$ cat src/rtl/ber_monitor_multi.sv
// Multi-channel bit-error-rate monitor: per-channel lock FSM, counters, snapshot readout.
// Define BER_COUNT_SATURATE_EN to make counters saturate and raise sticky sat_out flags.
module ber_monitor_multi #(
  parameter int NUM_CH    = 4,
  parameter int DATA_W    = 10,
  parameter int ERR_W     = 36,
  parameter int WORD_W    = 48,
  parameter int LOCK_GOOD = 16,
  parameter int LOCK_BAD  = 4
) (
  input  logic                     clk,
  input  logic                     rst,
  input  logic                     enable,
  input  logic                     clear,
  input  logic [NUM_CH-1:0]        data_valid,
  input  logic [NUM_CH*DATA_W-1:0] data_in,
  input  logic [DATA_W-1:0]        ref_word,
  input  logic                     snap_req,
  output logic                     snap_ack,
  input  logic [((NUM_CH > 1) ? $clog2(NUM_CH) : 1)-1:0] rd_sel,
  output logic [ERR_W-1:0]         err_count_out,
  output logic [WORD_W-1:0]        word_count_out,
  output logic [NUM_CH-1:0]        lock_out,
  output logic [NUM_CH-1:0]        sat_out
);
  localparam int PC_W    = $clog2(DATA_W + 1);
  localparam int RUN_MAX = (LOCK_GOOD > LOCK_BAD) ? LOCK_GOOD : LOCK_BAD;
  localparam int RUN_W   = $clog2(RUN_MAX + 1);
  localparam logic [RUN_W-1:0] GOOD_LAST = RUN_W'(LOCK_GOOD - 1);
  localparam logic [RUN_W-1:0] BAD_LAST  = RUN_W'(LOCK_BAD - 1);

  typedef enum logic { HUNT, LOCKED } st_e;

  logic [DATA_W-1:0] xor_q    [NUM_CH];
  logic [NUM_CH-1:0] vld_q;
  st_e               st_q     [NUM_CH];
  st_e               st_d     [NUM_CH];
  logic [RUN_W-1:0]  run_q    [NUM_CH];
  logic [RUN_W-1:0]  run_d    [NUM_CH];
  logic [ERR_W-1:0]  err_q    [NUM_CH];
  logic [ERR_W-1:0]  err_d    [NUM_CH];
  logic [WORD_W-1:0] word_q   [NUM_CH];
  logic [WORD_W-1:0] word_d   [NUM_CH];
  logic [NUM_CH-1:0] sat_q, sat_d;
  logic [PC_W-1:0]   pc       [NUM_CH];
  logic [ERR_W-1:0]  sh_err_q [NUM_CH];
  logic [WORD_W-1:0] sh_word_q[NUM_CH];
  logic              pend_q, ack_q, snap_go;
  logic [ERR_W-1:0]  err_out_q;
  logic [WORD_W-1:0] word_out_q;
`ifdef BER_COUNT_SATURATE_EN
  logic [ERR_W:0]    esum     [NUM_CH];
  logic [WORD_W:0]   wsum     [NUM_CH];
`endif

  function automatic logic [PC_W-1:0] popcnt(input logic [DATA_W-1:0] v);
    logic [PC_W-1:0] n;
    n = '0;
    for (int i = 0; i < DATA_W; i++) n = n + PC_W'(v[i]);
    return n;
  endfunction

  always_comb begin
    for (int c = 0; c < NUM_CH; c++) begin
      pc[c]     = popcnt(xor_q[c]);
      st_d[c]   = st_q[c];
      run_d[c]  = run_q[c];
      err_d[c]  = err_q[c];
      word_d[c] = word_q[c];
      sat_d[c]  = sat_q[c];
`ifdef BER_COUNT_SATURATE_EN
      esum[c] = {1'b0, err_q[c]} + (ERR_W + 1)'(pc[c]);
      wsum[c] = {1'b0, word_q[c]} + (WORD_W + 1)'(1);
`endif
      if (vld_q[c]) begin
        unique case (st_q[c])
          HUNT: begin
            if (pc[c] != '0) begin
              run_d[c] = '0;
            end else if (run_q[c] == GOOD_LAST) begin
              st_d[c]  = LOCKED;
              run_d[c] = '0;
            end else begin
              run_d[c] = run_q[c] + 1'b1;
            end
          end
          LOCKED: begin
`ifdef BER_COUNT_SATURATE_EN
            if (esum[c][ERR_W]) begin
              err_d[c] = '1;
              sat_d[c] = 1'b1;
            end else begin
              err_d[c] = esum[c][ERR_W-1:0];
            end
            if (wsum[c][WORD_W]) begin
              word_d[c] = '1;
              sat_d[c]  = 1'b1;
            end else begin
              word_d[c] = wsum[c][WORD_W-1:0];
            end
`else
            err_d[c]  = err_q[c] + ERR_W'(pc[c]);
            word_d[c] = word_q[c] + WORD_W'(1);
`endif
            if (pc[c] == '0) begin
              run_d[c] = '0;
            end else if (run_q[c] == BAD_LAST) begin
              st_d[c]  = HUNT;
              run_d[c] = '0;
            end else begin
              run_d[c] = run_q[c] + 1'b1;
            end
          end
        endcase
      end
    end
  end

  // a new snapshot is refused while the previous copy still awaits its ack
  assign snap_go = snap_req & ~pend_q;

  always_ff @(posedge clk or posedge rst) begin
    if (rst) begin
      for (int c = 0; c < NUM_CH; c++) begin
        xor_q[c]     <= '0;
        st_q[c]      <= HUNT;
        run_q[c]     <= '0;
        err_q[c]     <= '0;
        word_q[c]    <= '0;
        sh_err_q[c]  <= '0;
        sh_word_q[c] <= '0;
      end
      vld_q      <= '0;
      sat_q      <= '0;
      pend_q     <= 1'b0;
      ack_q      <= 1'b0;
      err_out_q  <= '0;
      word_out_q <= '0;
    end else begin
      if (clear) begin
        for (int c = 0; c < NUM_CH; c++) begin
          xor_q[c]  <= '0;
          st_q[c]   <= HUNT;
          run_q[c]  <= '0;
          err_q[c]  <= '0;
          word_q[c] <= '0;
        end
        vld_q <= '0;
        sat_q <= '0;
      end else if (enable) begin
        for (int c = 0; c < NUM_CH; c++) begin
          xor_q[c]  <= data_in[c*DATA_W +: DATA_W] ^ ref_word;
          st_q[c]   <= st_d[c];
          run_q[c]  <= run_d[c];
          err_q[c]  <= err_d[c];
          word_q[c] <= word_d[c];
        end
        vld_q <= data_valid;
        sat_q <= sat_d;
      end
      if (snap_go) begin
        for (int c = 0; c < NUM_CH; c++) begin
          sh_err_q[c]  <= err_q[c];
          sh_word_q[c] <= word_q[c];
        end
      end
      pend_q <= snap_go;
      ack_q  <= pend_q;
      if (int'(rd_sel) < NUM_CH) begin
        err_out_q  <= sh_err_q[rd_sel];
        word_out_q <= sh_word_q[rd_sel];
      end else begin
        err_out_q  <= '0;
        word_out_q <= '0;
      end
    end
  end

  always_comb begin
    for (int c = 0; c < NUM_CH; c++) lock_out[c] = (st_q[c] == LOCKED);
  end

  assign sat_out        = sat_q;
  assign snap_ack       = ack_q;
  assign err_count_out  = err_out_q;
  assign word_count_out = word_out_q;
endmodule

$ cat config.mk
export PLATFORM = sky130hd
export DESIGN_NAME = ber_monitor_multi
export DESIGN_NICKNAME = d
export VERILOG_FILES = /design/src/rtl/ber_monitor_multi.sv
export SDC_FILE = /design/constraint.sdc
export NUM_CORES = 2
export LEC_CHECK = 0
export CAP_MARGIN = 20
export CORE_MARGIN = 10
export CORE_UTILIZATION = 30
export DETAILED_ROUTE_END_ITERATION = 8
export PLACE_DENSITY = 0.45
export SYNTH_ARGS = -nofsm -noshare
export SYNTH_HDL_FRONTEND = slang
export SYNTH_SLANG_ARGS = --single-unit
$ cat constraint.sdc
create_clock -name clk -period 34.7 [get_ports clk]
set_input_delay 6.94 -clock clk [delete_from_list [all_inputs] [get_ports clk]]
set_output_delay 6.94 -clock clk [all_outputs]
set_load 0.01 [all_outputs]
Word level (Yosys, flattened, before mapping)
Index checks and enable logic that the tools add are counted.

Register bits after elaboration: 826. Latch bits: 0. Word-level logic and storage cells: 208. Input bits: 61. RAM bits: 0. Bits in read-only memories: 0. Memories: 0.

Bitwise operators: 11. Equality and inequality tests: 8. Order comparisons: 1. Shifts and indexed selects: 0. Muxes and demuxes: 82. Div/mod/pow operators: 0. $mul: 0. Add/subtract/negate cells: 48. Reductions and logical operators: 25.

Operators by type and width (number): $mux W48 (10); $mux W192 (2); $mux W36 (10); $mux W144 (2); $add A48 B1 Y48 const B (4); $add A36 B4 Y36 (4); $mux W5 (20); $add A4 B1 Y4 (24); $bmux W48 S2 (1); $mux W40 (2); $bmux W36 S2 (1); $mux W20 (2); $pmux W5 S2 (4); $xor A10 B10 Y10 (4); $add A5 B1 Y5 const B (4); $eq A5 B2 Y1 const B (4); $eq A5 B4 Y1 const B (4); $mux W1 (20); $reduce_bool A2 Y1 (9); $add A3 B1 Y4 (4); $logic_not A4 Y1 (4); $mux W4 (4); $reduce_bool A4 Y1 (4); $add A2 B1 Y3 (4); 8 further kinds (24).

Logic depth before layout (Yosys ltp)
Word-level depth: 15. Depth in mapped cells: 17. Gate-level depth less buffers: 15.

Worst setup path after synthesis
OpenSTA, ideal clock, no wires.

Path kind: input to register. Start point: input enable. End point: register word_q[37] in the netlist's numbering. Path slack: 26092 ps. Setup time: 125 ps. Arrival time: 8483 ps. Stages on the path: 7. Path buffers: 2. Cells stage by stage: a31o_2 nand4_2 or2_1 clkbuf_1 buf_2 nor4_1 mux2_2.

Cells in the longest elaborated chain, start to end: 2.

Ends and longest elaborated chain: from (decl) (RTL line 13) `input logic enable,`; $reduce_bool A2 Y1 (no source line); $reduce_and A3 Y1 (no source line); to (signal, indexed assignment) (RTL line 156) `word_q[c] <= word_d[c];`; to (decl) (RTL line 42) `logic [WORD_W-1:0] word_q [NUM_CH];`.

No other way between the ends. A chain may end at the register's enable or synchronous reset.

==> impl_metrics.env <==
export IMPL_dpl_instance_area_mm2=0.0422
export IMPL_gp_congestion=0.750
export IMPL_syn_avg_cell_area_um2=9.82
export IMPL_timing_final_crit_share_pct=30.2
export IMPL_met3_length_mm=3.56
export IMPL_synth_most_common_cell="nand2_1"
export IMPL_firstDrtPassIters=5
export IMPL_crit_start="rst"
export IMPL_path_buf_inv=6
export IMPL_cts_tree="built"
export IMPL_endpoint="word_count_out[23]"
export IMPL_io_buffers=149
export IMPL_top_layer="met4"
export IMPL_drive_above_1_share_pct=8.89
export IMPL_grt_overflow=0
export IMPL_fin_area_mm2=0.0454
export IMPL_ctsHoldBuffers=0
export IMPL_grt_pass1_vias=28871
export IMPL_hold_path_class="flip-flop to flip-flop"
export IMPL_crit_type="input pin to async pin"
export IMPL_die_w_um=381
export IMPL_holdPathStages=0
export IMPL_route_detailed_drc=0
export IMPL_pwr_density_cell_mw_per_mm2=47.5
export IMPL_syn_inst=3978
export IMPL_antenna_found_initial=5
export IMPL_cts_sink_count=826
export IMPL_drv_cap=0
export IMPL_layout_min_cycle_time_ns=10.49
export IMPL_crit_family="buffers and inverters"
export IMPL_dieArea_mm2=0.145
export IMPL_core_area_mm2=0.129
export IMPL_post_synth_top_area_cell="dfrtp_1"
export IMPL_grt_max_degree=146
export IMPL_wl_per_cell_um=19.3
export IMPL_drt_iter0_markers=1758
export IMPL_ys_types=85
export IMPL_cp_slowest_cell="buf_4"
export IMPL_synth_main_ff_cell="dfrtp_1"
export IMPL_reg2reg_to="err_q[71]"
export IMPL_relSlewSlack_pct=26.2
export IMPL_met1_length_mm=51.3
export IMPL_synth_seq_area_share_pct=52.9
export IMPL_synth_top_cell_area_share_pct=52.9
export IMPL_clk_insertion_delay_late_ns=0.70
export IMPL_via_per_inst=4.84
export IMPL_worstRegToRegCells=16
export IMPL_syn_cell_area_mm2=0.0391
export IMPL_cpPeakStageDelay_ns=0.79
export IMPL_place_hpwl_mm=76.1
export IMPL_initial_core_util_pct=30.2
export IMPL_cp_required_ns=35.40
export IMPL_drt_wl_total_mm=113
export IMPL_clk_transition_reported_paths_ns=0.06
export IMPL_max_freq_mhz=95.4
export IMPL_area_growth_syn_to_layout_pct=16.2
export IMPL_synth_seq_cells=826
export IMPL_yosys_top_cells_area="dfrtp_1 (53%), nand2_1 (11%), mux4_2 (4.8%)"
export IMPL_die_h_um=381
export IMPL_final_max_slew_viol_count=0
export IMPL_dr_wl_met2_mm=55.8
export IMPL_cp_end_kind="async pin"
export IMPL_fp_row_count=132
export IMPL_postSynth_asyncResetShare_pct=100
export IMPL_antenna_left=0
export IMPL_synth_edf_count=0
export IMPL_grt_usage_pct=15.5
export IMPL_cp_arrival_ns=11.19
export IMPL_crit_cells=6
export IMPL_rrSetupSlack_ns=29.43
export IMPL_crit_chain="clkdlybuf4s50_1, inv_8, buf_4, buf_4, buf_4, buf_4"
export IMPL_skew_ns=0.0255
export IMPL_outcome="complete, no violations"
export IMPL_finalHoldViolCount=0
export IMPL_layout_nets=4185
export IMPL_critPathMaxFanout=105
export IMPL_rsz0062_at_grt="no"
export IMPL_setup_viol=0
export IMPL_start_kind="input pin"
export IMPL_clk_path_buf_depth=3
export IMPL_synthTopCellsByCount="nand2_1 (1096), dfrtp_1 (826), nor2_1 (311)"
export IMPL_cpMostUsedCell="buf_4"
export IMPL_post_cts_repair_setup_buffers=0
export IMPL_cts_repair_resized=0
export IMPL_worstReg2RegStart="xor_q[15]"
export IMPL_setup_tns_ns=0
export IMPL_worst_pin_slew_ns=1.10
export IMPL_cts_htree_levels=3
export IMPL_root_buffer="clkbuf_16"
export IMPL_vias=28435
export IMPL_num_io_pins=154
export IMPL_yosysWarningCount=0
export IMPL_ir_worst_vdd_mv=0.0365
export IMPL_numCtsBuffers=97
export IMPL_grt_pass1_wl_mm=179
export IMPL_p_leak_uw=0.0203
## final cells by class
cell class,count,area [µm²]
fill,13247,84100
sequential,826,20700
multi-input combinational,2827,17100
clock buffer,148,2930
tap,1742,2180
timing repair buffer,192,1840
inverter,109,424
clock inverter,25,224
antenna,1,2.50
## logic make-up after synthesis
kind of cell | after synthesis | synth area share (%)
simple gates | 1966 | 23.0
flops | 826 | 52.9
mux | 124 | 5.96
fa+ha+maj | 71 | 2.81
xor+xnor | 225 | 5.05
buf+inv | 328 | 3.34
other cells | 1 | 0.00960
compound gates | 437 | 6.95
## how the worst min path moves through the flow
stage	startpoint	to
3_5_place_dp	pend_q	snap_ack
6_report	pend_q	snap_ack
5_1_grt	pend_q	snap_ack
3_3_place_gp	pend_q	snap_ack
4_1_cts	pend_q	snap_ack
2_1_floorplan	pend_q	snap_ack
## flip-flops by register name, indices dropped and copies added, names as in the netlist
| signal | flops |
|---|---|
| vld_q | 4 |
| lock_out | 4 |
| snap_ack | 1 |
| err_q | 144 |
| sh_err_q | 144 |
| run_q | 20 |
| word_q | 192 |
| sh_word_q | 192 |
| err_count_out | 36 |
| xor_q | 40 |
| word_count_out | 48 |
| pend_q | 1 |
## through the flow
step	hold slack, ns	worst slack, ns	cells	util, %	power [µW]
after global routing	0.414	23.55	5870	35.0	2250
final	0.396	24.21	5870	35.0	2160
after global placement	0.393	23.18	5695	32.6	1160
after CTS	0.407	23.96	5868	35.0	2200
after floorplan	0.346	4.56	3981	-	1100
after detailed placement	0.391	23.19	5695	32.6	1160
## layer usage
layer  global-route usage, %  vias to the layer above
li1                        -                    13677
met1                    20.5                    14208
met2                    26.2                      396
met3                    2.28                      154
met4                    4.26                        0
met5                       0                        -
## where the power goes
part           leakage [µW]  internal, µW  total [µW]  switching (µW)
clock               0.00156           601        1020             421
combinational       0.00724          50.6         164             113
sequential           0.0115           968         972            3.94
total                0.0203          1620        2160             538
## layout by cell type, fill, tap and decap left out, types with 7 or more instances in the layout
cell type / Yosys / routed
a211oi_1: 58 / 58
a21oi_1: 145 / 145
and2_1: 14 / 14
and3_1: 36 / 36
and4_1: 27 / 27
buf_4: 6 / 43
clkbuf_1: 164 / 22
clkbuf_16: 0 / 99
clkbuf_8: 1 / 27
clkdlybuf4s50_1: 0 / 145
clkinv_2: 0 / 15
dfrtp_1: 826 / 826
fa_1: 28 / 28
ha_1: 43 / 43
inv_1: 108 / 107
mux2_2: 30 / 30
mux2i_1: 10 / 10
mux4_2: 84 / 84
nand2_1: 1096 / 1096
nand3_1: 113 / 113
nand4_1: 96 / 96
nor2_1: 311 / 311
nor2b_1: 34 / 34
nor3_1: 35 / 35
nor4_1: 39 / 39
o211ai_1: 13 / 13
o21a_1: 7 / 7
o21ai_0: 111 / 111
o31ai_1: 51 / 51
or3_1: 50 / 50
or4_1: 53 / 53
xnor2_1: 116 / 116
xor2_1: 109 / 109
Power figures use the tool's default switching activity.
